**src/rtl/ex_muldiv.sv**
```systemverilog
// ex_muldiv: iterative RV32M multiply/divide unit working beside the EX stage.
// Holds the pipeline while busy, returns result plus destination tag, and aborts on flush.
module ex_muldiv #(
    parameter int XLEN           = 32,
    parameter int BITS_PER_CYCLE = 1,
    parameter int REG_ADDR_W     = 5
) (
    input  logic                  clk,
    input  logic                  rst,
    input  logic                  rdy,
    input  logic                  start_i,
    input  logic [2:0]            op_i,
    input  logic [XLEN-1:0]       reg1_i,
    input  logic [XLEN-1:0]       reg2_i,
    input  logic [REG_ADDR_W-1:0] wd_i,
    input  logic                  wreg_i,
    input  logic                  flush_i,
    output logic                  stall_req_o,
    output logic                  done_o,
    output logic [XLEN-1:0]       wdata_o,
    output logic [REG_ADDR_W-1:0] wd_o,
    output logic                  wreg_o
);
    localparam int B     = BITS_PER_CYCLE;
    localparam int N     = XLEN / B;
    localparam int CNT_W = (N > 1) ? $clog2(N) : 1;
    localparam int XB    = XLEN + B;
    localparam logic [CNT_W-1:0] LAST_CNT = CNT_W'(N - 1);

    localparam logic [2:0] OP_MUL    = 3'b000;
    localparam logic [2:0] OP_MULH   = 3'b001;
    localparam logic [2:0] OP_MULHSU = 3'b010;
    localparam logic [2:0] OP_MULHU  = 3'b011;
    localparam logic [2:0] OP_DIV    = 3'b100;
    localparam logic [2:0] OP_DIVU   = 3'b101;
    localparam logic [2:0] OP_REM    = 3'b110;
    localparam logic [2:0] OP_REMU   = 3'b111;

    typedef enum logic [1:0] {S_IDLE = 2'd0, S_CALC = 2'd1, S_DONE = 2'd2} state_t;

    state_t                r_state, w_state_nxt;
    logic [2:0]            r_op;
    logic [REG_ADDR_W-1:0] r_wd;
    logic                  r_wreg_lat;
    logic                  r_neg;
    logic [CNT_W-1:0]      r_cnt;
    logic [XLEN-1:0]       r_hi, r_lo, r_opb;

    logic                  w_accept, w_a_signed, w_b_signed, w_neg_a, w_neg_b, w_res_neg;
    logic                  w_div0, w_ovf, w_special;
    logic [XLEN-1:0]       w_mag_a, w_mag_b, w_spec_res;
    logic [XB-1:0]         w_mpart, w_psum;
    logic [2*XLEN-1:0]     w_mul_p, w_prod;
    logic [XLEN:0]         w_drem;
    logic [XLEN-1:0]       w_dquo, w_quo_s, w_rem_s, w_hi_nxt, w_lo_nxt, w_calc_res;
    logic                  w_done_nxt, w_wreg_nxt;
    logic [XLEN-1:0]       w_wdata_nxt;
    logic [REG_ADDR_W-1:0] w_wd_nxt;

    assign w_accept   = (r_state == S_IDLE) & start_i & ~flush_i;
    assign w_a_signed = (op_i == OP_MULH) | (op_i == OP_MULHSU) | (op_i == OP_DIV) | (op_i == OP_REM);
    assign w_b_signed = (op_i == OP_MULH) | (op_i == OP_DIV) | (op_i == OP_REM);
    assign w_neg_a    = w_a_signed & reg1_i[XLEN-1];
    assign w_neg_b    = w_b_signed & reg2_i[XLEN-1];
    assign w_mag_a    = w_neg_a ? -reg1_i : reg1_i;
    assign w_mag_b    = w_neg_b ? -reg2_i : reg2_i;
    assign w_res_neg  = (op_i == OP_REM) ? w_neg_a : (w_neg_a ^ w_neg_b);
    assign w_div0     = op_i[2] & (reg2_i == {XLEN{1'b0}});
    assign w_ovf      = ((op_i == OP_DIV) | (op_i == OP_REM)) &
                        (reg1_i == {1'b1, {(XLEN-1){1'b0}}}) & (reg2_i == {XLEN{1'b1}});
    assign w_special  = w_div0 | w_ovf;
    assign w_spec_res = w_div0 ? (op_i[1] ? reg1_i : {XLEN{1'b1}})
                               : (op_i[1] ? {XLEN{1'b0}} : reg1_i);

    assign stall_req_o = w_accept | (r_state == S_CALC);

    // One CALC step: B shift-add multiplier digits, or B restoring-divide quotient bits
    always_comb begin
        w_mpart = XB'(r_opb) * XB'(r_lo[B-1:0]);
        w_psum  = XB'(r_hi) + w_mpart;
        w_mul_p = {w_psum, r_lo[XLEN-1:B]};
        w_drem  = {1'b0, r_hi};
        w_dquo  = r_lo;
        for (int i = 0; i < B; i++) begin
            w_drem = {w_drem[XLEN-1:0], w_dquo[XLEN-1]};
            w_dquo = {w_dquo[XLEN-2:0], 1'b0};
            if (w_drem >= {1'b0, r_opb}) begin
                w_drem    = w_drem - {1'b0, r_opb};
                w_dquo[0] = 1'b1;
            end else begin
                w_dquo[0] = 1'b0;
            end
        end
    end

    // Sign correction and result selection for the final CALC step
    always_comb begin
        w_hi_nxt = r_op[2] ? w_drem[XLEN-1:0] : w_mul_p[2*XLEN-1:XLEN];
        w_lo_nxt = r_op[2] ? w_dquo : w_mul_p[XLEN-1:0];
        w_prod   = r_neg ? -w_mul_p : w_mul_p;
        w_quo_s  = r_neg ? -w_dquo : w_dquo;
        w_rem_s  = r_neg ? -w_drem[XLEN-1:0] : w_drem[XLEN-1:0];
        case (r_op)
            OP_MUL:                       w_calc_res = w_prod[XLEN-1:0];
            OP_MULH, OP_MULHSU, OP_MULHU: w_calc_res = w_prod[2*XLEN-1:XLEN];
            OP_DIV, OP_DIVU:              w_calc_res = w_quo_s;
            OP_REM, OP_REMU:              w_calc_res = w_rem_s;
            default:                      w_calc_res = {XLEN{1'b0}};
        endcase
    end

    // FSM state register
    always_ff @(posedge clk or posedge rst) begin
        if (rst) begin
            r_state <= S_IDLE;
        end else if (rdy) begin
            r_state <= w_state_nxt;
        end
    end

    // FSM next state; flush wins over start and over completion
    always_comb begin
        w_state_nxt = S_IDLE;
        case (r_state)
            S_IDLE: begin
                if (w_accept) begin
                    w_state_nxt = w_special ? S_DONE : S_CALC;
                end else begin
                    w_state_nxt = S_IDLE;
                end
            end
            S_CALC: begin
                if (flush_i) begin
                    w_state_nxt = S_IDLE;
                end else if (r_cnt == LAST_CNT) begin
                    w_state_nxt = S_DONE;
                end else begin
                    w_state_nxt = S_CALC;
                end
            end
            S_DONE:  w_state_nxt = S_IDLE;
            default: w_state_nxt = S_IDLE;
        endcase
    end

    // FSM outputs: next values of the registered result interface
    always_comb begin
        w_done_nxt = (w_state_nxt == S_DONE);
        if (r_state == S_IDLE) begin
            w_wreg_nxt  = w_done_nxt & wreg_i;
            w_wd_nxt    = wd_i;
            w_wdata_nxt = w_spec_res;
        end else begin
            w_wreg_nxt  = w_done_nxt & r_wreg_lat;
            w_wd_nxt    = r_wd;
            w_wdata_nxt = w_calc_res;
        end
    end

    // Registered result interface; data and tag hold between results
    always_ff @(posedge clk or posedge rst) begin
        if (rst) begin
            done_o  <= 1'b0;
            wreg_o  <= 1'b0;
            wdata_o <= {XLEN{1'b0}};
            wd_o    <= {REG_ADDR_W{1'b0}};
        end else if (rdy) begin
            done_o <= w_done_nxt;
            wreg_o <= w_wreg_nxt;
            if (w_done_nxt) begin
                wdata_o <= w_wdata_nxt;
                wd_o    <= w_wd_nxt;
            end
        end
    end

    // Operand latch on accept and iterative datapath update during CALC
    always_ff @(posedge clk or posedge rst) begin
        if (rst) begin
            r_op       <= 3'b000;
            r_wd       <= {REG_ADDR_W{1'b0}};
            r_wreg_lat <= 1'b0;
            r_neg      <= 1'b0;
            r_cnt      <= {CNT_W{1'b0}};
            r_hi       <= {XLEN{1'b0}};
            r_lo       <= {XLEN{1'b0}};
            r_opb      <= {XLEN{1'b0}};
        end else if (rdy) begin
            if (w_accept) begin
                r_op       <= op_i;
                r_wd       <= wd_i;
                r_wreg_lat <= wreg_i;
                r_neg      <= w_res_neg;
                r_cnt      <= {CNT_W{1'b0}};
                r_hi       <= {XLEN{1'b0}};
                r_lo       <= w_mag_a;
                r_opb      <= w_mag_b;
            end else if (r_state == S_CALC) begin
                r_cnt <= r_cnt + CNT_W'(1);
                r_hi  <= w_hi_nxt;
                r_lo  <= w_lo_nxt;
            end
        end
    end
endmodule
```
**config.mk**
```make
export PLATFORM = sky130hd
export DESIGN_NAME = ex_muldiv
export DESIGN_NICKNAME = d
export VERILOG_FILES = /design/src/rtl/ex_muldiv.sv
export SDC_FILE = /design/constraint.sdc
export NUM_CORES = 1
export LEC_CHECK = 0
export CAP_MARGIN = 20
export CELL_PAD_IN_SITES_DETAIL_PLACEMENT = 1
export CELL_PAD_IN_SITES_GLOBAL_PLACEMENT = 1
export CORE_MARGIN = 2
export CORE_UTILIZATION = 40
export CTS_CLUSTER_DIAMETER = 60
export DETAILED_ROUTE_END_ITERATION = 16
export GPL_ROUTABILITY_DRIVEN = 0
export PLACE_DENSITY_LB_ADDON = 0.1
export SYNTH_ARGS = -nofsm -noshare
export SYNTH_HDL_FRONTEND = slang
export SYNTH_SLANG_ARGS = --single-unit
```
**constraint.sdc**
```tcl
create_clock -name clk -period 6.69 [get_ports clk]
set_input_delay 1.338 -clock clk [delete_from_list [all_inputs] [get_ports clk]]
set_output_delay 1.338 -clock clk [all_outputs]
set_load 0.1 [all_outputs]
```
==> flow_summary.json <==
{
  "yosysTopAreaCellShare": 0.223,
  "grt_first_pass_wirelength_um": 116000,
  "clockRootBuffer": "clkbuf_16",
  "antenna_found_initial": 3,
  "p_sw_mw": 5.75,
  "placed_cell_area_um2": 18600,
  "viasPerCell": 6.41,
  "p_int_mw": 4.31,
  "synth.area.top_cells": "dfrtp_1, a21oi_1, nand2_1, o21ai_0, xnor2_1",
  "nets": 2479,
  "synth_fp_nets": 2463,
  "post-cts-setup-buffers": 0,
  "hold_depth": 2,
  "peakVddDrop_uv": 273,
  "slew_violations": 0,
  "fin_util": 0.458,
  "hold_viol": 0,
  "synthFlopType": "dfrtp_1",
  "swShare": 0.571,
  "setup_tns_ns": 0,
  "fp-row-count": 75,
  "die_w_um": 211,
  "initial_core_util": 0.406,
  "die_area_um2": 44400,
  "synthArstFlopShare": 1.00,
  "setup_viol": 0,
  "worstSetupStartpointType": "flip-flop",
  "place_hpwl_um": 58500,
  "min_period_over_period": 0.865,
  "cts_max_path_buffers": 2,
  "fp.dieH_um": 211,
  "period_minus_slack_ns": 5.79,
  "cp_data_arrival_time_ns": 6.24,
  "ant_nets": 0,
  "io_pins": 118,
  "synth_cells": 2311,
  "tritoncts.num_buffers": 17,
  "power.share.combinational": 0.722,
  "min_path_type": "flip-flop to flip-flop",
  "diodes": 0,
  "drtPass1Iterations": 10,
  "worstSkewPairLatency_ns": 0.52,
  "seqPwrFrac": 0.170,
  "seq_area_frac_synth": 0.223,
  "ctsResizeCount": 0,
  "drt_iter0_drc": 1767,
  "ff2ff_path_depth": 20,
  "cts_hold_buf": 0,
  "clock.fmax_mhz": 173,
  "status": "complete, no violations",
  "core-area_um2": 42000,
  "cts_tree": "yes",
  "path_max_fanout": 25,
  "criticalPathCategory": "flip-flop to flip-flop",
  "cap_violations": 0,
  "fill_cells": 5252,
  "grt_overflow": 0,
  "rsz0062_at_grt": "no",
  "drive_above_1_share": 0.0560,
  "routedWlPerCell_um": 26.2,
  "synth_edf_count": 0,
  "syn_area_um2": 17100,
  "pwr-share-clk": 0.108,
  "vias": 18400,
  "syn_to_final_growth_pct": 12.7,
  "power_mw": 10.1,
  "max_slew_margin": 0.202,
  "worstMarginPinSlew_ns": 1.19,
  "skew_ns": 0.0208,
  "required_ns": 7.14,
  "power_density_nw_per_um2": 522,
  "htreeDepth": 4,
  "synth_seq_cells": 152,
  "drc": 0,
  "grt_use_total": 0.343,
  "ys_warn_count": 0,
  "crit_path_end_kind": "flip-flop",
  "yosysTopAreaCell": "dfrtp_1",
  "grt_pass1_vias": 18500,
  "clkTransAtPathRegs_ns": 0.07,
  "cts_num_sinks": 152,
  "post-route-cell-area_um2": 19300,
  "p_leak_nw": 7.83,
  "grt_max_degree": 82,
  "synthDistinctLibCells": 102,
  "syn_avg_cell_area_um2": 7.39,
  "port_buffers": 117,
  "worst_hold_slack_ns": 0.476,
  "routed_wl_um": 75400
}
## layout by cell type (no fill, tap or decap), types with 8 or more instances in the layout
cell and instances:
inv_1 79, xnor2_1 114, a22o_1 22, o31ai_1 38, o22ai_1 15, a31oi_1 21
nor3_1 44, a211oi_1 22, o41ai_1 12, clkbuf_16 17, and3_1 19, nand3_1 42
maj3_1 21, a221oi_1 10, nand2_1 277, buf_4 42, a211o_1 8, ha_1 72
a21o_1 20, or4_1 12, a2111oi_0 10, nand4_1 35, xor2_1 99, nand2b_1 17
dfrtp_1 150, and4_1 8, clkdlybuf4s50_1 116, o21ai_0 200, nor2_1 180, o21a_1 16
nor4_1 15, a21oi_1 230, and2_1 19, or3_1 38, mux2i_1 72, nor2b_1 9
o21ai_1 22, o211ai_1 22
## worst paths after layout
path | from | endpoint | slack [ns]
worst max-delay path | r_hi[24] | wdata_o[20] | 0.90
worst min-delay path | r_cnt[4] | r_cnt[4] | 0.48
worst max register to register | r_hi[24] | wdata_o[20] | 0.90
worst min register to register | r_cnt[4] | r_cnt[4] | 0.48
max in group asynchronous | rst | r_neg | 4.00
min in group asynchronous | rst | wdata_o[19] | 1.37
## worst max-delay path, stage by stage, from the launching register on
cell      delay (ns)
dfrtp_1         0.45
ha_1            0.54
nand2_1         0.16
nor2_1          0.37
nand4_1         0.15
o311ai_1        0.39
o21ai_1         0.11
buf_4           0.19
nand2_2         0.11
inv_2           0.05
buf_4           0.23
a21oi_1         0.23
ha_1            0.25
nand3_1         0.17
nor4_1          0.62
a22oi_1         0.29
o31ai_1         0.34
xor2_1          0.31
a21oi_1         0.11
a221oi_1        0.47
o22a_1          0.19
## through the flow
stage          setup slack (ns)  std cells
3_3_place_gp               1.22       2846
5_1_grt                   0.489       2879
3_5_place_dp               1.08       2846
2_1_floorplan              1.26       2311
4_1_cts                    1.04       2878
6_report                  0.900       2879
## cell type report
class | count | area [um2] | area share
Multi-Input combinational cell | 1915 | 12400 | 0.642
Sequential cell | 152 | 3810 | 0.198
Timing Repair Buffer | 158 | 1480 | 0.0766
Tap cell | 539 | 674 | 0.0350
Clock buffer | 17 | 425 | 0.0221
Inverter | 83 | 317 | 0.0164
Clock inverter | 15 | 189 | 0.00981
## layer usage
layer,part of all wire,vias up,wire (um),global-route usage
met1,0.45,9233,34300,0.476
li1,-,8432,-,-
met2,0.45,640,33700,0.533
met4,0.038,2,2840,0.143
met5,0.00024,-,18,0
met3,0.061,142,4630,0.0520
## sequential cells by signal, summed over array words and instances (netlist names), 3 cells and up
name	flops
wdata_o	32
r_wd	5
r_cnt	5
r_op	3
r_opb	32
r_lo	32
wd_o	5
r_hi	32
## cells in the mapped netlist (8+ instances only)
master and instances:
o21ai_0 200, xnor2_1 114, dfrtp_1 152, a2111oi_0 11, nor3_1 44, o21a_1 16
a221oi_1 10, o21ai_1 22, or4_1 12, a211oi_1 22, a31oi_1 21, buf_2 12
xor2_1 99, o31ai_1 39, a21o_1 20, nand2_1 279, o211ai_1 22, and3_1 20
ha_1 72, nand2b_1 17, nand4_1 35, o22ai_1 15, maj3_1 21, a21oi_1 231
or3_1 38, a211o_1 8, clkbuf_1 135, a22o_1 22, o41ai_1 12, and2_1 19
and4_1 8, nor2_1 181, buf_1 11, nand3_1 42, mux2i_1 72, inv_1 81
nor2b_1 9, nor4_1 15
## kinds of logic (layout without fill, tap and decap cells)
family | count (synthesis) | in the layout | synth area share
simple gates | 772 | 772 | 0.223
flops | 152 | 152 | 0.223
xor+xnor | 213 | 213 | 0.109
mux | 79 | 79 | 0.0474
compound gates | 756 | 756 | 0.276
fa+ha+maj | 95 | 95 | 0.0674
buf+inv | 244 | 273 | 0.0552
## power groups by stage
| stage | registers (mW) | clock network [mW] | logic (mW) |
|---|---|---|---|
| global route | 1.74 | 1.13 | 7.83 |
| floorplan | 1.34 | 0 | 5.14 |
| CTS | 1.68 | 1.10 | 7.12 |
| global placement | 1.69 | 0 | 6.93 |
| detailed placement | 1.70 | 0 | 7.07 |
| finish | 1.71 | 1.08 | 7.26 |
Note: power is estimated with default switching activity, not from simulation.
